===== src/rtl/proc16_pkg.sv =====
// Shared constants and types for the 16-bit processor's bus-side blocks.
package proc16_pkg;

  localparam int DEFAULT_WIDTH = 16;

  localparam logic [1:0] ST_IDLE   = 2'd0;
  localparam logic [1:0] ST_GRANT0 = 2'd1;
  localparam logic [1:0] ST_GRANT1 = 2'd2;

  typedef enum logic [1:0] {
    IDLE   = ST_IDLE,
    GRANT0 = ST_GRANT0,
    GRANT1 = ST_GRANT1
  } state_t;

  function automatic logic [1:0] grant_of(state_t s);
    case (s)
      GRANT0:  return 2'b01;
      GRANT1:  return 2'b10;
      default: return 2'b00;
    endcase
  endfunction

endpackage


===== src/rtl/mux_arbiter_mux.sv =====
// The team's 1-bit 2:1 mux; Selector = 0 passes I0, 1 passes I1.
module mux (
  input  logic I0,
  input  logic I1,
  input  logic Selector,
  output logic Output
);
  assign Output = Selector ? I1 : I0;
endmodule


===== src/rtl/mux_arbiter.sv =====
// Round-robin arbiter for two valid/ready sources sharing a 2:1 datapath mux,
// with a bounded burst per grant and a single registered output stage.
module mux_arbiter
  import proc16_pkg::*;
#(
  parameter int WIDTH     = DEFAULT_WIDTH,
  parameter int MAX_BURST = 4
) (
  input  logic             Clock,
  input  logic             Reset_n,
  input  logic             Req0,
  input  logic [WIDTH-1:0] Data0,
  output logic             Ack0,
  input  logic             Req1,
  input  logic [WIDTH-1:0] Data1,
  output logic             Ack1,
  output logic             Selector,
  output logic [1:0]       Grant,
  output logic             Out_Valid,
  output logic [WIDTH-1:0] Out_Data,
  input  logic             Out_Ready
);

  localparam int              BW        = 4;
  localparam logic [BW-1:0]   LAST_BEAT = BW'(MAX_BURST - 1);

  state_t           state, state_nxt;
  logic [BW-1:0]    burst, burst_nxt;
  logic             last, last_nxt;
  logic             sel_nxt;
  logic [1:0]       grant_nxt;
  logic             free;
  logic [WIDTH-1:0] mux_out;

  for (genvar i = 0; i < WIDTH; i++) begin : g_bit
    mux u_mux (
      .I0      (Data0[i]),
      .I1      (Data1[i]),
      .Selector(Selector),
      .Output  (mux_out[i])
    );
  end

  assign free = !Out_Valid || Out_Ready;
  assign Ack0 = Grant[0] && Req0 && free;
  assign Ack1 = Grant[1] && Req1 && free;

  always_comb begin
    state_nxt = state;
    burst_nxt = burst;
    case (state)
      IDLE: begin
        if (Req0 && Req1) state_nxt = last ? GRANT0 : GRANT1;
        else if (Req0)    state_nxt = GRANT0;
        else if (Req1)    state_nxt = GRANT1;
      end
      GRANT0: begin
        if (!Req0) state_nxt = Req1 ? GRANT1 : IDLE;
        else if (Ack0) begin
          // At the burst limit a lone requester just restarts its count.
          if (burst == LAST_BEAT) begin
            burst_nxt = '0;
            if (Req1) state_nxt = GRANT1;
          end else begin
            burst_nxt = burst + 1'b1;
          end
        end
      end
      GRANT1: begin
        if (!Req1) state_nxt = Req0 ? GRANT0 : IDLE;
        else if (Ack1) begin
          if (burst == LAST_BEAT) begin
            burst_nxt = '0;
            if (Req0) state_nxt = GRANT0;
          end else begin
            burst_nxt = burst + 1'b1;
          end
        end
      end
      default: state_nxt = IDLE;
    endcase
    if (state_nxt != state) burst_nxt = '0;
  end

  // Selector and last follow the granted index; both hold through IDLE.
  always_comb begin
    grant_nxt = grant_of(state_nxt);
    sel_nxt   = Selector;
    last_nxt  = last;
    if (state_nxt == GRANT0) begin
      sel_nxt  = 1'b0;
      last_nxt = 1'b0;
    end else if (state_nxt == GRANT1) begin
      sel_nxt  = 1'b1;
      last_nxt = 1'b1;
    end
  end

  always_ff @(posedge Clock) begin
    if (!Reset_n) begin
      state    <= IDLE;
      burst    <= '0;
      last     <= 1'b1;
      Selector <= 1'b0;
      Grant    <= 2'b00;
    end else begin
      state    <= state_nxt;
      burst    <= burst_nxt;
      last     <= last_nxt;
      Selector <= sel_nxt;
      Grant    <= grant_nxt;
    end
  end

  always_ff @(posedge Clock) begin
    if (!Reset_n) begin
      Out_Valid <= 1'b0;
      Out_Data  <= '0;
    end else if (Ack0 || Ack1) begin
      Out_Valid <= 1'b1;
      Out_Data  <= mux_out;
    end else if (Out_Ready) begin
      Out_Valid <= 1'b0;
    end
  end

endmodule


===== config.mk =====
export PLATFORM = sky130hd
export DESIGN_NAME = mux_arbiter
export DESIGN_NICKNAME = d
export VERILOG_FILES = /design/src/rtl/proc16_pkg.sv /design/src/rtl/mux_arbiter_mux.sv /design/src/rtl/mux_arbiter.sv
export SDC_FILE = /design/constraint.sdc
export NUM_CORES = 1
export LEC_CHECK = 0
export CORE_ASPECT_RATIO = 1.5
export CORE_MARGIN = 3
export CORE_UTILIZATION = 43
export CTS_BUF_LIST = sky130_fd_sc_hd__clkbuf_4
export CTS_CLUSTER_DIAMETER = 120
export CTS_CLUSTER_SIZE = 40
export DETAILED_ROUTE_END_ITERATION = 12
export GPL_TIMING_DRIVEN = 0
export PLACE_DENSITY = 0.84
export SETUP_SLACK_MARGIN = 0.05
export SYNTH_ARGS = -nofsm -noshare
export SYNTH_HDL_FRONTEND = slang
export SYNTH_SLANG_ARGS = --single-unit

===== constraint.sdc =====
create_clock -name Clock -period 2.9 [get_ports Clock]
set_clock_uncertainty 0.2 [all_clocks]
set_input_delay 0.58 -clock Clock [delete_from_list [all_inputs] [get_ports Clock]]
set_output_delay 0.58 -clock Clock [all_outputs]
set_load 0.02 [all_outputs]

### Yosys cells after proc, flatten, opt, wreduce, memory -nomap -nowiden

Index checks and enable logic that the tools add are counted.

| storage, ports and cells | value |
|---|---|
| register bits | 27 |
| output and inout port bits | 22 |
| logic and storage cells | 75 |
| bits of input ports | 37 |

| operators by class | value |
|---|---|
| bitwise operators | 1 |
| equality and inequality tests | 10 |
| $add $sub $neg | 1 |
| reduce and logical (&&, ||, !) cells | 15 |
| mux-type cells | 41 |

Operator list:

| operator | number |
|---|---|
| $mux 2 | 12 |
| $mux 1 | 21 |
| $mux 4 | 5 |
| $ne 2x2->1 const B | 4 |
| $pmux 4 s2 | 1 |
| $pmux 2 s3 | 1 |
| $reduce_bool 2->1 | 3 |
| $logic_and 1x1->1 | 5 |
| $reduce_and 5->1 | 1 |
| $add 4x1->4 const B | 1 |
| $eq 2x1->1 const B | 2 |
| $eq 2x2->1 const B | 2 |
| $eq 4x2->1 const B | 1 |
| $pmux 2 s2 | 1 |
| $reduce_or 2->1 | 2 |
| $logic_not 2->1 | 1 |
| $logic_or 1x1->1 | 2 |
| $ne 2x2->1 | 1 |
| $logic_not 1->1 | 1 |
| $not 1->1 | 1 |

### Logic depth before layout (Yosys ltp)

| depth | value |
|---|---|
| depth in word-level cells | 9 |
| gate-level depth with buffers | 10 |

### Cells and area by module

From an unflattened synthesis, not the netlist that was laid out.

| second synthesis, totals | value |
|---|---|
| cell total of the unflattened synthesis | 154 |
| area, all modules | 1503.9 sq um |

Modules (own cells, without submodules):

| module | area an instance (sq um) | instances | cells an instance | seq. area each (sq um) |
|---|---|---|---|---|
| mux_arbiter | 1263.7 | 1 | 138 | 540.5 |
| mux | 15.0 | 16 | 1 | 0.0 |

### Worst setup path before layout

No wires, ideal clock.

| timing | value |
|---|---|
| path kind | input-to-reg |
| start | input port Out_Ready |
| end | register last |
| arrival | 1.812 ns |
| slack | 0.773 ns |
| stages on the path | 8 |
| cell sequence | nand2b_1 > clkbuf_8 > nand3_1 > o211ai_2 > a32oi_1 > ha_1 > mux2i_1 > nand2_1 |

| between the ends | value |
|---|---|
| cells in the longest elaborated chain, start to end | 7 |

RTL lines:

| what | RTL line | source |
|---|---|---|
| from (decl) | mux_arbiter.sv:21 | `input logic Out_Ready` |
| $logic_or 1x1->1 * | mux_arbiter.sv:44 | `assign free = !Out_Valid \|\| Out_Ready;` |
| $logic_and 1x1->1, on equally long branches | mux_arbiter.sv:46, mux_arbiter.sv:45 |  |
| $mux 2, on equally long branches | mux_arbiter.sv:71, mux_arbiter.sv:59 |  |
| $mux 2, on equally long branches | mux_arbiter.sv:70, mux_arbiter.sv:58 |  |
| $pmux 2 s3 * | mux_arbiter.sv:51 | `case (state)` |
| $eq 2x1->1 / $eq 2x2->1 (equally long branches) | mux_arbiter.sv:90, mux_arbiter.sv:93 |  |
| $mux 1 / $reduce_bool 2->1 (equally long branches) | - |  |
| to (signal assigned) | mux_arbiter.sv:109 | `last <= last_nxt;` |
| to (decl) | mux_arbiter.sv:29 | `logic last, last_nxt;` |

Every way passes the cells marked *; elsewhere a longest branch is shown, timed or not.
A chain may end at the register's enable or synchronous reset.

### Worst setup path in the final report

| timing | value |
|---|---|
| start | input port Req1 |
| end | output port Ack1 |

| between the ends | value |
|---|---|
| cells in the longest elaborated chain, start to end | 2 |

RTL lines:

| what | RTL line | source |
|---|---|---|
| from (decl) | mux_arbiter.sv:14 | `input logic Req1,` |
| $logic_and 1x1->1 (2 in a row) | mux_arbiter.sv:46 | `assign Ack1 = Grant[1] && Req1 && free;` |
| to (decl) | mux_arbiter.sv:16 | `output logic Ack1,` |

Every way passes these cells.

==> implementation parameters <==
Parameter                              Value

Status
  Status ... finished, final reports clean

Timing
  Period Utilization, post-route ... 93.7%
  Final total negative setup slack ... 0 ns
  Transition time of the tightest slew-check pin ... 0.462 ns
  Hold Fails Final Rpt ... 0
  Max transition margin ... 69.2%
  Final slew viol count ... 0
  Time the worst path needs with I/O delays and setup ... 2.72 ns
  RSZ-0062 raised after global routing ... false
  Final setup viols ... 0
  Hold_ws ... 0.308 ns
  Maximum frequency from static timing analysis ... 368 MHz
  Post-layout worst setup margin ... 0.184 ns

Placement
  Post-DP HPWL ... 2810 µm
  Placed instance area ... 1990 µm²
  I/O Buffers ... 57
  Routability congestion estimate ... 0.906
  Dpl ws ... -0.0705 ns

Routing
  Violation count after the first detailed-route iteration ... 36
  Vias ... 1306
  Router iterations before antenna repair ... 4
  Number of nets still failing antenna checks after routing ... 0
  Number of remaining DRC errors ... 0
  Wire length after detailed routing ... 3570 µm
  Via/cell ratio ... 5.27
  Final routed wire length divided by cell count ... 14.4 µm

Yosys
  Post-Synth XOR/XNOR Area ... 0.638%
  Synth warnings ... 0
  Synthesized Nets ... 190
  Number of library cell types mapped by synthesis ... 35
  Fraction of post-synthesis cell area in the top cell type by area ... 39.4%
  Total standard cell area after synthesis ... 1370 µm²
  Most area-hungry cell type in the Yosys netlist ... sky130_fd_sc_hd__dfxtp_1
  Avg Inst Size Synth ... 9.27 µm²
  Area fraction in compound gates after synthesis ... 16.2%
  Biggest area contributors in the synthesized netlist ... sky130_fd_sc_hd__dfxtp_1 39%, sky130_fd_sc_hd__mux2i_1 14%, sky130_fd_sc_hd__a211oi_1 8.8%, sky130_fd_sc_hd__nor2_1 5.5%, sky130_fd_sc_hd__ha_1 4.6%
  Main combinational cell family by area after synthesis ... simple AND/OR/NAND/NOR gates
  Area share of fa/ha/maj cells after synthesis ... 4.56%
  Instance count of the mapped netlist ... 148
  Simple logic cell fraction of the synthesized area ... 18.7%
  Post-synthesis register bit count ... 27
  Part of the Yosys area used for sequential elements ... 39.4%
  Mux cell area share after synthesis ... 13.9%

Power
  Net switching power figure ... 255 µW
  Share of power burned in the clock network ... 19.7%
  Cell Int Power ... 604 µW
  Pwr dens ... 425 nW/µm²
  Fraction of power spent switching nets ... 29.7%
  Logic pwr share ... 31.7%
  IR drop worst, VDD ... 0.366 mV
  Relative contribution of sequential cells to total power ... 48.7%
  Total leakage power ... 0.773 nW

Clock network
  Source-to-sink clock delay at the later pin of the worst-skew pair ... 0.32 ns
  TritonCTS Buffers ... 3
  CTS sink cnt ... 27
  CTS tree ... yes
  CTS root buffer ... sky130_fd_sc_hd__clkbuf_4
  Deepest level of the CTS H-tree ... 1
  Clock transition at the registers of the reported paths ... 0.13 ns
  Number of buffers inserted for hold repair after clock tree synthesis ... 0
  Worst-case clock buffer depth ... 2

Die
  Chip Width ... 52.1 µm
  Die Footprint ... 3920 µm²
  Cell row count ... 24
  Placeable core area ... 2970 µm²
  Boundary Pins ... 59
  Initial Util ... 46.2%
  Die boundary height ... 75.2 µm

Setup path
  Critical Path Source Type ... input pin
  Worst-path fanout max ... 7
  Type of the setup path with the least slack ... input pin to output port
  Cell with the biggest individual delay on the critical path ... sky130_fd_sc_hd__clkdlybuf4s50_1
  Ordered cell list for the critical path ... clkdlybuf4s50_1, and2_1, nand2_1, inv_1, dlygate4sd2_1
  Slowest Stage Delay on Critical Path ... 0.60 ns
  Arrival time worst endpoint ... 1.94 ns
  Required time at the worst-slack endpoint ... 2.12 ns
  Kind of end point of the critical path ... output port
  Worst-case reg-to-reg path depth ... 8

Min path
  Worst Hold Class ... register to register
  Hold path cells ... 2

Final layout
  Layout fillers ... 243
  Final net count ... 252
  Post-layout instance area ... 2020 µm²
  Antenna diodes ... 0
  Synth-to-layout area growth ... 47.1%
  Footprint of the flip-flops and latches ... 541 µm²
  Share of layout cells above drive strength 1 ... 8.61%
  Area of combinational cells with multiple inputs ... 741 µm²

GRT
  Antenna violations before repair ... 0
  Number of global-route vias before repair ... 1339
  Gr usage total ... 19.4%
  Total grt overflow ... 0
  Pin count of the biggest net entering global routing ... 15
  First-pass GRT wire length ... 5890 µm

Job
  Max-capacitance violation count ... 0
[cell families (layout without fill, tap and decap cells)]
group | after synthesis | in the layout
compound gates | 28 | 28
xor+xnor | 1 | 1
fa+ha+maj | 5 | 5
buf+inv | 18 | 79
flops | 27 | 27
mux | 19 | 19
simple gates | 50 | 50
[layer usage]
layer  vias up  wire (µm)  GRT usage, %  part of all wire [%]
li1        648          -             -                     -
met5         -          0             0                     0
met2        61       1780          35.9                    50
met3         4        327          3.56                   9.2
met4         0         45          6.82                   1.3
met1       593       1420          21.9                    40
[final timing paths]
check	start	endpoint	slack, ns
worst max-delay path	Req1	Ack1	0.18
worst min-delay path	Out_Data[3]	Out_Data[3]	0.31
worst max register to register	burst[0]	last	0.49
worst min register to register	Out_Data[3]	Out_Data[3]	0.31
[power by group through the flow]
stage / Combinational [mW] / Clock (mW) / Sequential (mW)
final: 0.272 / 0.169 / 0.418
after global routing: 0.296 / 0.189 / 0.422
after CTS: 0.274 / 0.175 / 0.417
after detailed placement: 0.273 / 0 / 0.426
after global placement: 0.264 / 0 / 0.425
after floorplan: 0.116 / 0 / 0.454
[flip-flops by register name, indices dropped and copies added (netlist names)]
name,flops
state,2
burst,4
Out_Data,16
Selector,1
last,1
Grant,2
Out_Valid,1
[cell type report]
type	instances	share of cell area, %
tap	39	2.42
multi-input combinational	103	36.7
sequential	27	26.8
clock buffer	4	1.49
buffer	9	2.85
inverter	9	1.67
timing repair buffer	57	28.1
[synthesized netlist by cell type]
cell type	number
sky130_fd_sc_hd__dfxtp_1	27
sky130_fd_sc_hd__nor2_1	20
sky130_fd_sc_hd__mux2i_1	19
sky130_fd_sc_hd__a211oi_1	16
sky130_fd_sc_hd__inv_1	8
sky130_fd_sc_hd__nand2_1	6
sky130_fd_sc_hd__nand3_1	6
sky130_fd_sc_hd__and2_1	5
sky130_fd_sc_hd__ha_1	5
sky130_fd_sc_hd__nand4_1	5
sky130_fd_sc_hd__buf_2	3
sky130_fd_sc_hd__a32oi_1	2
sky130_fd_sc_hd__buf_4	2
sky130_fd_sc_hd__clkbuf_2	2
sky130_fd_sc_hd__nor2b_1	2
sky130_fd_sc_hd__a21bo_2	1
sky130_fd_sc_hd__a21boi_1	1
sky130_fd_sc_hd__a21oi_1	1
sky130_fd_sc_hd__a221o_1	1
sky130_fd_sc_hd__a31oi_1	1
sky130_fd_sc_hd__a41oi_1	1
sky130_fd_sc_hd__and3b_1	1
sky130_fd_sc_hd__buf_1	1
sky130_fd_sc_hd__clkbuf_8	1
sky130_fd_sc_hd__inv_2	1
sky130_fd_sc_hd__nand2_2	1
sky130_fd_sc_hd__nand2b_1	1
sky130_fd_sc_hd__nand4b_1	1
sky130_fd_sc_hd__nor3_1	1
sky130_fd_sc_hd__nor3b_4	1
sky130_fd_sc_hd__o2111ai_1	1
sky130_fd_sc_hd__o211ai_2	1
sky130_fd_sc_hd__o21ai_2	1
sky130_fd_sc_hd__o31ai_1	1
sky130_fd_sc_hd__xor2_1	1
[cells in the final DEF (no fill, tap or decap), drive strengths merged, types with 5 or more instances in the layout]
cell type	n
buf	6
a211oi	16
nor2	20
and2	5
nand4	5
mux2i	19
ha	5
inv	9
nand3	6
clkbuf	7
dfxtp	27
nand2	7
clkdlybuf4s50	55
[per-stage QoR]
stage,power (mW),std cells,utilization [%]
after floorplan,0.570,148,-
after global placement,0.689,244,67.0
after detailed placement,0.699,244,67.0
after CTS,0.866,248,67.9
after global routing,0.907,248,67.9
final,0.858,248,67.9
[critical path: cells and delay by family]
family	cells	cell delay, ns
buffers and inverters	3	0.99
and+or+nand+nor	2	0.36
[what timing repair did]
item,CTS,global route
setup endpoints to repair,2,0
gates resized for setup,2,0
buffers inserted,0,0
No activity file was read; power rests on OpenSTA's default activity.
